[src/rtl/cpu_phase_sequencer.sv]
// rtl/cpu_phase_sequencer.sv - registered 8-phase sequencer for the accumulator CPU
// Optional macro SEQ_BUS_TIMEOUT_EN: adds the wait-state timeout counter and the ERROR state.
module cpu_phase_sequencer #(
  parameter int RETIRE_W = 16,
  parameter int TIMEOUT  = 15
) (
  input  logic                clk,
  input  logic                rst_n,
  input  logic                start,
  input  logic                step_mode,
  input  logic                step,
  input  logic                halt_in,
  input  logic                rd,
  input  logic                wr,
  input  logic                mem_ready,
  output logic [2:0]          phase,
  output logic                running,
  output logic                stalled,
  output logic                halted,
  output logic                retire,
  output logic [RETIRE_W-1:0] retire_cnt,
  output logic                bus_err
);

  typedef enum logic [2:0] {
    S_IDLE,
    S_RUN,
    S_WAIT,
    S_PAUSE,
    S_HALTED,
    S_ERROR
  } state_t;

  state_t     state;
  state_t     state_d;
  logic [2:0] phase_d;
  logic       retire_d;
  logic       do_advance;
  logic       adv;
  logic       timeout_hit;

  // A phase may advance when no memory access is pending or the pending one is acknowledged
  assign adv = !(rd | wr) | mem_ready;

`ifdef SEQ_BUS_TIMEOUT_EN
  localparam logic [7:0] TIMEOUT_CNT = 8'(TIMEOUT);

  logic [7:0] wait_cnt;

  assign timeout_hit = (wait_cnt == TIMEOUT_CNT);
  assign bus_err     = (state == S_ERROR);

  // Consecutive-wait counter: 1 on the stalling RUN cycle, +1 per unresolved WAIT cycle
  always_ff @(posedge clk or negedge rst_n) begin
    if (!rst_n) begin
      wait_cnt <= 8'd0;
    end else if (state == S_RUN && !adv) begin
      wait_cnt <= 8'd1;
    end else if (state == S_WAIT && !mem_ready && !timeout_hit) begin
      wait_cnt <= wait_cnt + 8'd1;
    end
  end
`else
  assign timeout_hit = 1'b0;
  assign bus_err     = 1'b0;
`endif

  assign running = (state == S_RUN) || (state == S_WAIT);
  assign stalled = (state == S_WAIT);
  assign halted  = (state == S_HALTED);

  // Next-state, next-phase and retire decision; WAIT resolving with mem_ready reuses the RUN advance path
  always_comb begin
    state_d    = state;
    phase_d    = phase;
    retire_d   = 1'b0;
    do_advance = 1'b0;

    unique case (state)
      S_IDLE, S_HALTED, S_ERROR: begin
        if (start) begin
          state_d = S_RUN;
          phase_d = 3'd0;
        end
      end
      S_RUN: begin
        if (adv) begin
          do_advance = 1'b1;
        end else begin
          state_d = S_WAIT;
        end
      end
      S_WAIT: begin
        if (mem_ready) begin
          do_advance = 1'b1;
        end else if (timeout_hit) begin
          state_d = S_ERROR;
        end
      end
      S_PAUSE: begin
        if (step || !step_mode) begin
          state_d = S_RUN;
        end
      end
      default: begin
        state_d = S_IDLE;
        phase_d = 3'd0;
      end
    endcase

    if (do_advance) begin
      state_d = S_RUN;
      phase_d = phase + 3'd1;
      if (phase == 3'd4 && halt_in) begin
        // The halting instruction retires but the phase stays parked on 4
        state_d  = S_HALTED;
        phase_d  = phase;
        retire_d = 1'b1;
      end else if (phase == 3'd7) begin
        retire_d = 1'b1;
        if (step_mode) begin
          state_d = S_PAUSE;
        end
      end
    end
  end

  // State register
  always_ff @(posedge clk or negedge rst_n) begin
    if (!rst_n) begin
      state <= S_IDLE;
    end else begin
      state <= state_d;
    end
  end

  // Phase, one-cycle retire pulse and saturating retired-instruction counter
  always_ff @(posedge clk or negedge rst_n) begin
    if (!rst_n) begin
      phase      <= 3'd0;
      retire     <= 1'b0;
      retire_cnt <= '0;
    end else begin
      phase  <= phase_d;
      retire <= retire_d;
      if (retire_d && (retire_cnt != {RETIRE_W{1'b1}})) begin
        retire_cnt <= retire_cnt + RETIRE_W'(1);
      end
    end
  end

endmodule

[config.mk]
export PLATFORM = sky130hd
export DESIGN_NAME = cpu_phase_sequencer
export DESIGN_NICKNAME = d
export VERILOG_FILES = /design/src/rtl/cpu_phase_sequencer.sv
export SDC_FILE = /design/constraint.sdc
export NUM_CORES = 1
export LEC_CHECK = 0
export CELL_PAD_IN_SITES_DETAIL_PLACEMENT = 1
export CELL_PAD_IN_SITES_GLOBAL_PLACEMENT = 1
export CORE_ASPECT_RATIO = 1.75
export CORE_UTILIZATION = 40
export DETAILED_ROUTE_END_ITERATION = 16
export GPL_ROUTABILITY_DRIVEN = 0
export PLACE_DENSITY_LB_ADDON = 0.1
export SLEW_MARGIN = 20
export SYNTH_ARGS = -nofsm -noshare
export SYNTH_HDL_FRONTEND = slang
export SYNTH_SLANG_ARGS = --single-unit
[constraint.sdc]
create_clock -name clk -period 6 [get_ports clk]
set_clock_uncertainty 0.1 [all_clocks]
set_input_delay 1.2 -clock clk [delete_from_list [all_inputs] [get_ports clk]]
set_output_delay 1.2 -clock clk [all_outputs]
set_load 0.05 [all_outputs]
# Word level (Yosys, flattened, before mapping)
# Index checks and enable logic that the tools add are counted.
# Widths: inputs -> output; s select.
totals:
  regBits: 23
  inputBits: 9
  output_inout_bits: 24
op_classes:
  addsub: 2
  eq_ne: 14
  n_mux: 18
  n_bitwise: 2
  reduce_logical: 11
ops:
  columns: ["op", "n"]
  rows:
  - ["$mux 3", 8]
  - ["$add 16x1->16 const B", 1]
  - ["$ne 16x16->1 const B", 1]
  - ["$eq 3x3->1 const B", 4]
  - ["$pmux 3 s4", 1]
  - ["$ne 3x3->1 const B", 3]
  - ["$eq 3x2->1 const B", 2]
  - ["$pmux 3 s2", 1]
  - ["$reduce_or 3->1", 2]
  - ["$mux 1", 5]
  - ["$mux 2", 2]
  - ["$ne 2x1->1 const B", 2]
  - ["$reduce_and 4->1", 1]
  - ["$add 3x1->3 const B", 1]
  - ["$eq 3x1->1 const B", 1]
  - ["$logic_not 3->1", 1]
  - ["$reduce_and 3->1", 1]
  - ["$logic_and 1x1->1", 2]
  - ["$logic_not 1->1", 2]
  - ["$logic_or 1x1->1", 2]
  - ["$ne 2x2->1 const B", 1]
  - ["$or 1x1->1", 2]
  - ["$pmux 1 s2", 1]

# Depth between registers and ports, before layout
# Gate-level depths: netlist of run 1.
depth:
  ltp_word: 7
  ltp_mapped: 7

# Worst setup path before layout of run 1
# Ideal clock, no wire load.
synth_timing:
  path_kind: "register -> output"
  start: "register state[0]"
  end: "output port running"
  arrival_ps: 1490
  required_time_ps: 4700
  setup_slack_ps: 3210
  path_stages_with_launch: 4
  path_buffers: 1
  path_cell_list: "dfrtp_1 > clkbuf_1 > nand2b_1 > a21oi_1"
synth_via:
  elab_chain_len: 2
  elab_cells_between_ends: 3
  classes_between: "eq/ne: 2; reduce/logical: 1"
synth_lines:
  columns: ["item", "line", "text"]
  rows:
  - ["start: declaration", "34", "state_t state;"]
  - ["start signal: assignment", "133", "state <= state_d;"]
  - ["$eq 3x1->1 or $eq 3x2->1 (tied branches)", "68", "assign running = (state == S_RUN) || (state == S_WAIT);"]
  - ["$logic_or 1x1->1 *", "68", null]
  - ["end: declaration", "17", "output logic running,"]
# Mark *: on every way between the ends. The rest lies on a longest branch, timed or not.

# Final worst setup path of run 1
layout_timing:
  start: "register state[1]"
  end: "output port running"
# Same word-level chain as after synthesis.

==> flow_summary.ini, run 1 <==
[clock_tree]
hold_buffers = 0
cts_resized = 0
clockRootBuffer = clkbuf_8
tritoncts = done
clockBufferDepth = 2
cts_sinks = 23
cts-buffers-inserted = 3
clk_latency_ps = 260
htreeDepth = 1
clk_pin_slew_ps = 70
post_cts_buffers = 0

[grt]
grt_max_degree = 24
grt_pass1_wl_mm = 5.36
grt_overflow = 0
grt_pass1_vias = 1150
grt_use_total = 0.198
antenna_found_initial = 0

[timing]
rsz0062_at_grt = no
drv_slew = 0
tightest_slew_ps = 1040
setup_violations = 0
fin_crit_ps = 3270
hold_viol = 0
setup_tns_ps = 0
max-slew-margin-rel = 0.305
clock.fmax_ghz = 0.306
worst_hold_slack_ps = 431
fin_crit_sh = 0.544
fin_ws_ps = 2730

[layout]
finalNetCount = 174
multi_input_area_um2 = 727
seq_area_um2 = 576
area.growth.synth_to_final_pct = 25.6
drive_gt1_frac = 0.106
nFillCells = 370
insertedDiodeCount = 0

[power_and_ir_drop]
pwr-share-comb = 0.411
p_leak_nw = 0.792
cell_internal_pwr_uw = 291
clkPwrFrac = 0.188
power_frac_seq = 0.402
powerDensity_nw_per_um2 = 284
ir_worst_vdd_mv = 0.236
swShare = 0.407
p_sw_uw = 199

[critical_path]
critPathSlowestCell = clkdlybuf4s50_1
start_kind = register
worstRegToRegCells = 6
required_ps = 4700
cp.arrival_ps = 1970
max_stage_delay_ps = 810
path_class = reg -> out
end_kind = output pin
path_cells = nand2b_1 > a21oi_1 > clkdlybuf4s50_1
cp_max_fo = 11

[placement]
port_buffers = 31
dp_hpwl_mm = 2.57
dp_slack_ps = 2530

[outcome]
status = finished, final reports clean

[logic_synthesis]
yosysSeqAreaShare = 0.419
syn_inst = 133
synth_top_family_by_area = simple AND/OR/NAND/NOR gates
muxShareOfSynthArea = 0.0428
synth-edff-count = 0
synth.avg_cell_area_um2 = 10.3
yosys-top-cells-count = 23 x dfrtp_1, 14 x xor2_1, 12 x nor4_1
yosys.area_share.simple = 0.288
yosysTopAreaCell = dfrtp_1
synth_most_common_cell = dfrtp_1
syn_area_um2 = 1380
synth-compound-area-share = 0.0701
async_reset_ff_frac = 1.00
yosys-top-cells-area = dfrtp_1 42%, xor2_1 8.9%, nor4_1 5.5%
synth-xor-area-share = 0.0892
yosys_warnings = 0
synth_seq_cells = 23
synth_ff_type = dfrtp_1
syn_nets = 146
ys_types = 45
yosys.area_share.adder = 0.0364
yosysTopAreaCellShare = 0.419

[floorplanning]
boundaryPins = 33
die_w_um = 46.3
rows = 27
fp.dieH_um = 79.6
fp.coreArea_um2 = 3210
start_util = 0.428
die_area_um2 = 3690

[detailed_routing]
vias = 1128
ant_nets = 0
routed_wl_mm = 3.25
wl_per_cell_um = 16.0
dr.pass1.iters = 2
post_drt_via_cell_ratio = 5.56
drc = 0
drt-initial-drc-count = 8

[worst_hold_path]
min_path_cells = 1
hold_path.class = reg -> reg

[flow_run]
drv_cap = 0
==> power groups by stage <==
| stage | registers (mW) | clock network [mW] | logic (mW) |
|---|---|---|---|
| after floorplan | 0.201 | 0 | 0.157 |
| after global placement | 0.199 | 0 | 0.200 |
| after detailed placement | 0.201 | 0 | 0.204 |
| after CTS | 0.198 | 0.0976 | 0.204 |
| after global routing | 0.201 | 0.104 | 0.219 |
| final | 0.197 | 0.0921 | 0.201 |
==> area by class of cell <==
class                   count  share of cell area
multi-input cells          97               0.421
flip-flops and latches     23               0.333
repair buffers             31               0.177
well taps                  43              0.0312
clock buffers               3              0.0239
inverters                   5              0.0109
clock inverters             1             0.00290
==> metal layers <==
layer / part of all wire / track usage / wire length, um
met3: 0.026 / 0.0204 / 83
met2: 0.57 / 0.361 / 1850
met5: 0 / 0 / 0
met1: 0.38 / 0.216 / 1220
met4: 0.028 / 0.0824 / 90
==> metrics by stage <==
step | std cells | instance area (um^2) | util | power, mW
floorplan | 133 | 1380 | - | 0.358
global placement | 199 | 1690 | 0.525 | 0.398
detailed placement | 199 | 1690 | 0.525 | 0.405
CTS | 203 | 1730 | 0.540 | 0.500
global route | 203 | 1730 | 0.538 | 0.523
finish | 203 | 1730 | 0.538 | 0.490
==> flip-flops by register name, indices dropped and copies added, names as in the netlist <==
register / cells
retire_cnt: 16
phase: 3
state: 3
retire: 1
==> layout by cell type, fill, tap and decap left out, types with 4 or more instances in the layout <==
cell type        synthesis  layout
ha_1                     4       4
nand3_1                  4       4
nand2_1                  8       8
nand4_1                  5       5
xor2_1                  14      14
nor2_1                   7       7
dfrtp_1                 23      23
inv_1                    5       5
nand2b_1                 5       5
nor4_1                  12      12
clkdlybuf4s50_1          0      30
==> critical path, delay by kind of cell (launching register included) <==
kind	cells	cell delay [ps]
buf+inv	1	810
flops	1	500
simple gates	1	240
compound gates	1	150
==> path summary, 6_finish.rpt <==
path,startpoint,to,slack [ps]
min,retire_cnt[7],retire_cnt[7],430
max,state[1],running,2730
min in group asynchronous,rst_n,retire_cnt[10],800
min reg2reg,retire_cnt[7],retire_cnt[7],430
max in group asynchronous,rst_n,retire_cnt[13],4660
max reg2reg,phase[0],retire_cnt[1],3590
==> cells by family (layout without fill, tap and decap cells) <==
group / Yosys count / count (layout)
AOI/OAI and AO/OA: 12 / 12
xor gates and xnor gates: 14 / 14
and+or+nand+nor: 61 / 61
DFF: 23 / 23
buffers and inverters: 13 / 40
muxes: 5 / 5
adders and majority gates: 4 / 4
other: 1 / 1
Power figures use the tool's default switching activity.
==> run 2, diff against run 1 <==
--- a/config.mk
+++ b/config.mk
@@ -8,7 +8,7 @@
 export CELL_PAD_IN_SITES_DETAIL_PLACEMENT = 1
 export CELL_PAD_IN_SITES_GLOBAL_PLACEMENT = 1
 export CORE_ASPECT_RATIO = 1.75
-export CORE_UTILIZATION = 40
+export CORE_UTILIZATION = 37
 export DETAILED_ROUTE_END_ITERATION = 16
 export GPL_ROUTABILITY_DRIVEN = 0
 export PLACE_DENSITY_LB_ADDON = 0.1
==> constraint.sdc (replaced) <==
create_clock -name clk -period 3.01 [get_ports clk]
set_clock_uncertainty 0.1 [all_clocks]
set_input_delay 0.602 -clock clk [delete_from_list [all_inputs] [get_ports clk]]
set_output_delay 0.602 -clock clk [all_outputs]
set_load 0.05 [all_outputs]
==> run 2 against run 1 <==
Via count grew 3.2%. Routed wire length grew 6.7%. Worst setup slack lost 2400 ps. Register-to-register slack lost 2700 ps. Non-clock buffer count grew 2. Highest routed layer unchanged.
==> flow_summary.ini, run 2 (synthesis gave the netlist of run 1 again) <==
[layout]
finalNetCount = 176
drive_gt1_frac = 0.117
fin_area_um2 = 1750
largest_reg_flops = 16
insertedDiodeCount = 0
seq_area_um2 = 576
final_cell_mix = 31 x clkdlybuf4s50_1, 23 x dfrtp_1, 14 x xor2_1
nFillCells = 390
final_common_cell = clkdlybuf4s50_1
max_flop_register = retire_cnt
fin_util = 0.488
area.growth.synth_to_final_pct = 27.5
reg_top3 = retire_cnt (16), phase (3), state (3)
multi_input_area_um2 = 729

[clock_tree]
hold_buffers = 0
clk_latency_ps = 280
cts_resized = 0
cts-buffers-inserted = 3
clk_pin_slew_ps = 90
htreeDepth = 1
clockBufferDepth = 2
post_cts_buffers = 0
cts_sinks = 23
clockRootBuffer = clkbuf_8
tritoncts = done

[critical_path]
start_kind = register
end_kind = output pin
path_class = reg -> out
reg2reg_slack_ps = 860
path_cells = nand2b_1 > a21oi_1 > clkdlybuf4s50_1
required_ps = 2310
rr_startpoint = retire_cnt[0]
reg2reg_to = retire_cnt[1]
crit_end = running
critPathSlowestCell = clkdlybuf4s50_1
cp_max_fo = 11
worstRegToRegCells = 5
cp.arrival_ps = 2020
max_stage_delay_ps = 830
startpoint = state[1]

[floorplanning]
start_util = 0.383
die_w_um = 48.1
rows = 29
die_area_um2 = 3970
fp.dieH_um = 82.6
boundaryPins = 33
fp.coreArea_um2 = 3590

[placement]
dp_hpwl_mm = 2.59
dp_slack_ps = 217
port_buffers = 31
placed_area_um2 = 1700

[timing]
max-slew-margin-rel = 0.544
worst_hold_slack_ps = 412
fin_crit_ps = 2720
clock.fmax_ghz = 0.367
tightest_slew_ps = 683
fin_ws_ps = 286
rsz0062_at_grt = no
setup_tns_ps = 0
hold_viol = 0
setup_violations = 0
drv_slew = 0
fin_crit_sh = 0.905

[outcome]
status = finished, final reports clean

[detailed_routing]
drc = 0
vias = 1164
dr.pass1.iters = 4
routed_wl_mm = 3.47
wl_per_cell_um = 16.7
ant_nets = 0
post_drt_via_cell_ratio = 5.60
drt-initial-drc-count = 9

[flow_run]
drv_cap = 0

[grt]
grt_use_total = 0.200
grt_overflow = 0
antenna_found_initial = 0
grt_pass1_vias = 1193
grt_pass1_wl_mm = 5.47
grt_max_degree = 24

[worst_hold_path]
hold_path.class = reg -> reg

[power_and_ir_drop]
powerDensity_nw_per_um2 = 580
p_leak_nw = 0.802
ir_worst_vdd_mv = 0.397
==> run 2: cell types whose count changed in the layout (fill, tap and decap cells not counted) <==
cell / delta
clkdlybuf4s50_1: +1
nor2_1: -1
buf_2: -1
buf_4: +2
nor2_2: +1
==> run 2: how the worst min path moves through the flow <==
stage          cells past startpoint  slack [ps]              to           start
2_1_floorplan                      0         210        phase[0]           rst_n
3_3_place_gp                       1         390   retire_cnt[8]   retire_cnt[8]
3_5_place_dp                       1         400   retire_cnt[8]   retire_cnt[8]
4_1_cts                            1         410   retire_cnt[8]   retire_cnt[8]
5_1_grt                            1         440  retire_cnt[14]  retire_cnt[14]
6_report                           1         410   retire_cnt[8]   retire_cnt[8]
==> run 2: report_power, final <==
part	internal [mW]	total, mW	leakage [nW]	switching [mW]
registers	0.336	0.393	0.315	0.0575
clock network	0.0930	0.204	0.0255	0.111
logic	0.162	0.420	0.461	0.258
==> run 2: final cells by class <==
class,instances,area share
Clock inverter,1,0.00286
Multi-Input combinational cell,97,0.416
Timing Repair Buffer,33,0.186
Tap cell,46,0.0328
Inverter,5,0.0107
Sequential cell,23,0.328
Clock buffer,3,0.0236
==> run 2: per-stage QoR <==
step,std cells,power [mW]
final,208,1.02
after global routing,208,1.08
after CTS,208,1.03
after detailed placement,204,0.824
after global placement,204,0.807
after floorplan,133,0.714
==> run 2: routing by layer <==
layer / vias up / part of all wire / GRT usage
met2: 27 / 0.59 / 0.380
met5: - / 0 / 0
met1: 591 / 0.36 / 0.194
li1: 539 / - / -
met3: 7 / 0.026 / 0.0304
met4: 0 / 0.021 / 0.0917
==> run 2: worst max-delay path, delay by kind of cell (launching register included) <==
| kind | cells | cell delay (ps) |
|---|---|---|
| compound gates | 1 | 160 |
| simple gates | 1 | 240 |
| flops | 1 | 510 |
| buf+inv | 1 | 830 |
==> run 3, diff against run 2 <==
--- a/config.mk
+++ b/config.mk
@@ -5,6 +5,7 @@
 export SDC_FILE = /design/constraint.sdc
 export NUM_CORES = 1
 export LEC_CHECK = 0
+export CAP_MARGIN = 10
 export CELL_PAD_IN_SITES_DETAIL_PLACEMENT = 1
 export CELL_PAD_IN_SITES_GLOBAL_PLACEMENT = 1
 export CORE_ASPECT_RATIO = 1.75
==> results of run 3 <==
No change in the layout: final DEF, timing and power equal those of run 2.
